### src/rtl/cp0_unit_pkg.sv
// cp0_defs: shared constants for the CP0 block.
//   - CP0 register indices (SR, Cause, EPC, PrID)
//   - SR and Cause bit positions
//   - exception handler entry address
//   - exception codes carried down the pipeline
//   - epc_for(): restart PC for a trapping instruction
package cp0_defs;

   localparam logic [4:0] CP0_SR    = 5'd12;
   localparam logic [4:0] CP0_CAUSE = 5'd13;
   localparam logic [4:0] CP0_EPC   = 5'd14;
   localparam logic [4:0] CP0_PRID  = 5'd15;

   // SR fields
   localparam int SR_IE    = 0;
   localparam int SR_EXL   = 1;
   localparam int SR_IM_LO = 10;
   localparam int SR_IM_HI = 15;

   // Cause fields
   localparam int CAUSE_EXC_LO = 2;
   localparam int CAUSE_EXC_HI = 6;
   localparam int CAUSE_IP_LO  = 10;
   localparam int CAUSE_IP_HI  = 15;
   localparam int CAUSE_BD     = 31;

   // Where the PC logic redirects fetch when Req is raised
   localparam logic [31:0] HANDLER_ADDR = 32'h0000_4180;

   typedef enum logic [4:0] {
      EXC_INT  = 5'd0,
      EXC_ADEL = 5'd4,
      EXC_ADES = 5'd5,
      EXC_RI   = 5'd10,
      EXC_OV   = 5'd12
   } exc_code_e;

   // A delay-slot instruction restarts at its branch, one word earlier.
   // The subtraction wraps modulo 2^32.
   function automatic logic [31:0] epc_for(input logic [31:0] pc, input logic ds);
      return ds ? (pc - 32'd4) : pc;
   endfunction

endpackage

### src/rtl/cp0_unit_if.sv
// cp0_unit_if: M-stage <-> CP0 signal bundle.
//   master : pipeline side (drives pc/exception/mtc0/eret, receives rdata/Req/EPC)
//   slave  : CP0 side
interface cp0_unit_if;
   logic [31:0] pc_in;
   logic        Delaycheck_in;
   logic [4:0]  ExcCode_in;
   logic [5:0]  HWInt;
   logic        CP0_Wr;
   logic [4:0]  CP0_addr;
   logic [31:0] CP0_wdata;
   logic        eret;
   logic [31:0] CP0_rdata;
   logic        Req;
   logic [31:0] EPC_out;

   modport master (
      output pc_in, Delaycheck_in, ExcCode_in, HWInt,
             CP0_Wr, CP0_addr, CP0_wdata, eret,
      input  CP0_rdata, Req, EPC_out
   );

   modport slave (
      input  pc_in, Delaycheck_in, ExcCode_in, HWInt,
             CP0_Wr, CP0_addr, CP0_wdata, eret,
      output CP0_rdata, Req, EPC_out
   );
endinterface

### src/rtl/cp0_unit.sv
// cp0_unit: Coprocessor 0 at the M stage of the five-stage MIPS pipeline.
//   Holds SR (12), Cause (13), EPC (14) and the constant PrID (15).
// Ports:
//   clk   - rising-edge clock
//   reset - synchronous, active-high; clears SR/Cause/EPC and forces Req low
//   bus   - cp0_unit_if.slave:
//           pc_in, Delaycheck_in, ExcCode_in, HWInt  (M-stage trap inputs)
//           CP0_Wr, CP0_addr, CP0_wdata, eret        (mtc0 / eret at M)
//           CP0_rdata (comb read of CP0_addr), Req (comb flush), EPC_out (reg)
import cp0_defs::*;

module cp0_unit #(
   parameter logic [31:0] PRID = 32'h2021_0707
) (
   input  logic        clk,
   input  logic        reset,
   cp0_unit_if.slave   bus
);

   // SR fields
   logic [5:0]  im_reg;
   logic        exl_reg;
   logic        ie_reg;
   // Cause fields
   logic        bd_reg;
   logic [5:0]  ip_reg;
   logic [4:0]  exc_code_reg;
   // EPC
   logic [31:0] epc_reg;

   logic        int_req;
   logic        exc_req;
   logic        req;
   logic [31:0] sr_val;
   logic [31:0] cause_val;

   // EXL masks everything, so a handler is never re-entered.
   assign int_req = (|(bus.HWInt & im_reg)) & ie_reg & ~exl_reg;
   assign exc_req = (bus.ExcCode_in != 5'd0) & ~exl_reg;
   // Req is combinational so the pipeline registers flush on the very
   // edge that records EPC.
   assign req     = (int_req | exc_req) & ~reset;

   always_comb begin
      sr_val                     = '0;
      sr_val[SR_IM_HI:SR_IM_LO]  = im_reg;
      sr_val[SR_EXL]             = exl_reg;
      sr_val[SR_IE]              = ie_reg;
   end

   always_comb begin
      cause_val                            = '0;
      cause_val[CAUSE_BD]                  = bd_reg;
      cause_val[CAUSE_IP_HI:CAUSE_IP_LO]   = ip_reg;
      cause_val[CAUSE_EXC_HI:CAUSE_EXC_LO] = exc_code_reg;
   end

   always_comb begin
      case (bus.CP0_addr)
         CP0_SR:    bus.CP0_rdata = sr_val;
         CP0_CAUSE: bus.CP0_rdata = cause_val;
         CP0_EPC:   bus.CP0_rdata = epc_reg;
         CP0_PRID:  bus.CP0_rdata = PRID;
         default:   bus.CP0_rdata = 32'd0;
      endcase
   end

   assign bus.Req     = req;
   assign bus.EPC_out = epc_reg;

   always_ff @(posedge clk) begin
      if (reset) begin
         im_reg       <= '0;
         exl_reg      <= 1'b0;
         ie_reg       <= 1'b0;
         bd_reg       <= 1'b0;
         ip_reg       <= '0;
         exc_code_reg <= '0;
         epc_reg      <= '0;
      end else begin
         // Pending lines are sampled every cycle, trap or not.
         ip_reg <= bus.HWInt;
         if (req) begin
            // Trap entry: any mtc0/eret in this cycle belongs to a
            // flushed instruction and is dropped.
            exl_reg      <= 1'b1;
            exc_code_reg <= int_req ? 5'(EXC_INT) : bus.ExcCode_in;
            bd_reg       <= bus.Delaycheck_in;
            epc_reg      <= epc_for(bus.pc_in, bus.Delaycheck_in);
         end else begin
            if (bus.eret) begin
               exl_reg <= 1'b0;
            end
            if (bus.CP0_Wr) begin
               case (bus.CP0_addr)
                  CP0_SR: begin
                     im_reg  <= bus.CP0_wdata[SR_IM_HI:SR_IM_LO];
                     exl_reg <= bus.CP0_wdata[SR_EXL];
                     ie_reg  <= bus.CP0_wdata[SR_IE];
                  end
                  CP0_EPC: epc_reg <= bus.CP0_wdata;
                  // Cause and PrID are read-only
                  default: ;
               endcase
            end
         end
      end
   end

endmodule

### src/flat_wrapper.sv
// flat-port wrapper written by rule: the top's interface ports become plain ports
module cp0_unit_flat 
#(
   parameter logic [31:0] PRID = 32'h2021_0707
)
  (clk, reset, bus_pc_in, bus_Delaycheck_in, bus_ExcCode_in, bus_HWInt, bus_CP0_Wr, bus_CP0_addr, bus_CP0_wdata, bus_eret, bus_CP0_rdata, bus_Req, bus_EPC_out);
  cp0_unit_if bus_i ();
  input  logic clk;
  input  logic reset;
  input wire logic [$bits(bus_i.pc_in)-1:0] bus_pc_in;
  input wire logic [$bits(bus_i.Delaycheck_in)-1:0] bus_Delaycheck_in;
  input wire logic [$bits(bus_i.ExcCode_in)-1:0] bus_ExcCode_in;
  input wire logic [$bits(bus_i.HWInt)-1:0] bus_HWInt;
  input wire logic [$bits(bus_i.CP0_Wr)-1:0] bus_CP0_Wr;
  input wire logic [$bits(bus_i.CP0_addr)-1:0] bus_CP0_addr;
  input wire logic [$bits(bus_i.CP0_wdata)-1:0] bus_CP0_wdata;
  input wire logic [$bits(bus_i.eret)-1:0] bus_eret;
  output wire logic [$bits(bus_i.CP0_rdata)-1:0] bus_CP0_rdata;
  output wire logic [$bits(bus_i.Req)-1:0] bus_Req;
  output wire logic [$bits(bus_i.EPC_out)-1:0] bus_EPC_out;
  assign bus_i.pc_in = bus_pc_in;
  assign bus_i.Delaycheck_in = bus_Delaycheck_in;
  assign bus_i.ExcCode_in = bus_ExcCode_in;
  assign bus_i.HWInt = bus_HWInt;
  assign bus_i.CP0_Wr = bus_CP0_Wr;
  assign bus_i.CP0_addr = bus_CP0_addr;
  assign bus_i.CP0_wdata = bus_CP0_wdata;
  assign bus_i.eret = bus_eret;
  assign bus_CP0_rdata = bus_i.CP0_rdata;
  assign bus_Req = bus_i.Req;
  assign bus_EPC_out = bus_i.EPC_out;
  cp0_unit #(.PRID(PRID)) u_core (.clk(clk), .reset(reset), .bus(bus_i));
endmodule
### config.mk
export PLATFORM = sky130hd
export DESIGN_NAME = cp0_unit_flat
export DESIGN_NICKNAME = d
export VERILOG_FILES = /design/src/rtl/cp0_unit_pkg.sv /design/src/rtl/cp0_unit_if.sv /design/src/rtl/cp0_unit.sv /design/src/flat_wrapper.sv
export SDC_FILE = /design/constraint.sdc
export NUM_CORES = 1
export LEC_CHECK = 0
export ABC_AREA = 0
export BUFFER_PORTS_ARGS = -buffer_cell sky130_fd_sc_hd__buf_2
export CORE_AREA = 2 2 86 105
export CTS_CLUSTER_DIAMETER = 50
export DETAILED_ROUTE_END_ITERATION = 16
export DIE_AREA = 0 0 88 107
export PLACE_DENSITY = 0.76
export SLEW_MARGIN = 0
export SYNTH_ARGS = -nofsm -noshare
export SYNTH_HDL_FRONTEND = slang
export SYNTH_SLANG_ARGS = --single-unit
### constraint.sdc
create_clock -name clk -period 1.6 [get_ports clk]
set_input_delay 0 -clock clk [delete_from_list [all_inputs] [get_ports clk]]
set_output_delay 0 -clock clk [all_outputs]
set_load 0.02 [all_outputs]
==> impl_metrics.toml <==
[floorplan]
die_h_um = 107
core_um2 = 8380
dieArea_um2 = 9420
boundaryPins = 150
start_util_pct = 43.4
row_count = 37
die_width_um = 88

[drt]
viasPerCell = 5.81
drc = 0
dr.pass1.iters = 4
detail_route.wl_per_cell_um = 17.8
routed_wl_mm = 13.9
postRouteAntennaNets = 0
drt_iter0_drc = 257
via_count = 4526

[place]
finalWeightedCongestion = 0.926
dpl.cell_count = 739
io_buffers = 149
place_area_um2 = 4960
dp_hpwl_mm = 9.17

[timing]
fin_ws_ps = -198
worst-slew-pin-transition_ps = 580
period_needed_ps = 1800
finClkSkew_ps = 5.96
final-setup-viol-count = 46
hold_violations = 0
fin_hold_ws_ps = 16.1
fin_crit_sh_pct = 112
slew_headroom_pct = 61.2
final_max_slew_viol_count = 0
fmax_mhz = 556
grt_setup_unrepaired = "yes"

[critical_path]
endpoint_kind = "flop"
cp_max_fo = 14
critPathRequiredTime_ps = 1790
crit_type = "flop to flop"
cp.arrival_ps = 1980
critPathLaunchType = "flop"

[job]
maxCapViolCount = 0

[layout]
layout_commonest_cell = "buf_2"
nNetsFinal = 747
layout_common_cells = "buf_2 (148), buf_4 (53), dfxtp_1 (51)"
largest_register_ffs = 32
fin_cells = 779
diodes = 0
final_area_um2 = 5910
area_delta_synth_final_pct = 62.7
drive_above_1_share_pct = 46.2

[synth]
synth_simple_gate_area_share_pct = 32.4
synth-compound-area-share_pct = 25.1
syn_nets = 546
synth_top_family_by_area = "simple AND/OR/NAND/NOR gates"
synth-async-reset-ratio_pct = 0
synthesis.area_um2 = 3630
ys.flop_type = "dfxtp_1"
synthDistinctLibCells = 50
ys_ff_latch = 52
synth_edf_count = 0
yosysSeqAreaShare_pct = 28.7
syn_avg_cell_area_um2 = 7.90
synth_xor_area_share_pct = 2.89
synthCells = 460
ys_warn_count = 0
synth_fa_ha_area_share_pct = 0.344
synthMuxAreaShare_pct = 3.58

[global_routing]
grt_pass1_wl_mm = 21.3
grt_usage_pct = 28.6
overflow = 0
grt_pass1_vias = 4419
grt_start_max_net_pins = 65
antenna_found_initial = 0

[power]
p_per_area_nw_per_um2 = 618
peakVddDrop_uv = 375
p_leak_nw = 2.60

[clocking]
clk_pin_slew_ps = 100
h-tree-depth = 2
insertion_delay_ps = 310
clockBufferDepth = 2
clock_sinks = 52
cts_tree = "yes"
clock-root-buffer = "clkbuf_8"
cts_made_buffers = 5

[run_status]
violations = "negative setup slack"
status = "finished with violations"

[worst_hold_path]
min_path_type = "input port to flop"
Yosys cell counts, types with 2 or more instances:
cell,count,area (um^2)
o31ai_1,13,97.6
nand2b_1,2,12.5
or3_1,9,56.3
nor3b_1,2,15.0
a21oi_1,16,80.1
xnor2_1,7,61.3
a311oi_1,2,17.5
buf_6,3,33.8
a211oi_1,17,128
nor4_1,23,144
or2_2,2,12.5
nor3_1,8,40.0
or4_4,2,22.5
inv_1,7,26.3
o21a_1,2,15.0
a22oi_1,5,37.5
mux2i_1,13,130
a22o_1,3,26.3
nor2b_1,9,56.3
nor2_1,34,128
clkbuf_1,38,143
or3b_2,6,52.6
and3_1,44,275
a31oi_1,15,93.8
o21ai_0,7,35.0
dfxtp_1,52,1040
nand2_1,23,86.3
clkbuf_8,2,27.5
nand4_1,4,25.0
o41ai_1,16,140
and3b_1,2,17.5
xor2_1,5,43.8
or4_1,12,90.1
nand3_1,9,45.0
a21boi_0,31,233
final timing paths:
check,start,end,slack (ps),depth (start not counted)
setup / recovery,u_core.im_reg[2],u_core.bus.EPC_out[8],-200,5
hold / removal,bus_pc_in[22],u_core.bus.EPC_out[22],20,3
hold reg to reg,u_core.ie_reg,u_core.ie_reg,530,2
setup reg to reg,u_core.im_reg[2],u_core.bus.EPC_out[8],-200,5
layer usage:
layer | wire, um | share of wire [%] | global-route usage [%]
met5 | 0 | 0 | 0
met4 | 201 | 1.4 | 7.69
met3 | 843 | 6.1 | 2.93
met2 | 7160 | 52 | 51.7
met1 | 5680 | 41 | 35.3
final cells by class:
class	count	area, um^2
well taps	117	146
clock buffers	5	68.8
multi-input cells	355	2940
repair buffers	240	1650
clock inverters	3	42.5
flip-flops and latches	52	1040
inverters	7	26.3
fillers	693	2470
logic make-up (layout without fill, tap and decap cells):
kind of cell	after synthesis	after routing
simple gates	201	201
compound gates	128	128
buf+inv	53	255
flops	52	52
mux	13	13
xor+xnor	12	12
fa+ha+maj	1	1
through the flow:
stage	utilization, %	total power (W)	TNS, ps	setup WS (ps)
after floorplan	-	0.00204	-2310	-171
after global placement	59.2	0.00244	-4300	-284
after detailed placement	59.2	0.00246	-5540	-361
after CTS	67.4	0.00354	-5660	-180
after global routing	70.6	0.00379	-8600	-257
final	70.6	0.00366	-5820	-198
where the power goes:
group          switching (W)  internal (W)
combinational       0.000660      0.000581
clock               0.000481      0.000464
sequential         0.0000778       0.00139
timing repair:
action	CTS	global route
resized for setup	40	34
gates cloned	2	1
setup endpoints to repair	46	46
setup buffers	5	0
hold endpoints to repair	25	0
hold buffers	25	0
pin swaps	9	14
worst max-delay path, stage by stage (launching register included):
cell      delay (ps)
dfxtp_2          340
a22o_4           250
o311a_4          410
buf_4            250
nor4_2           340
a211oi_2          90
(Power assumes the default switching activity.)
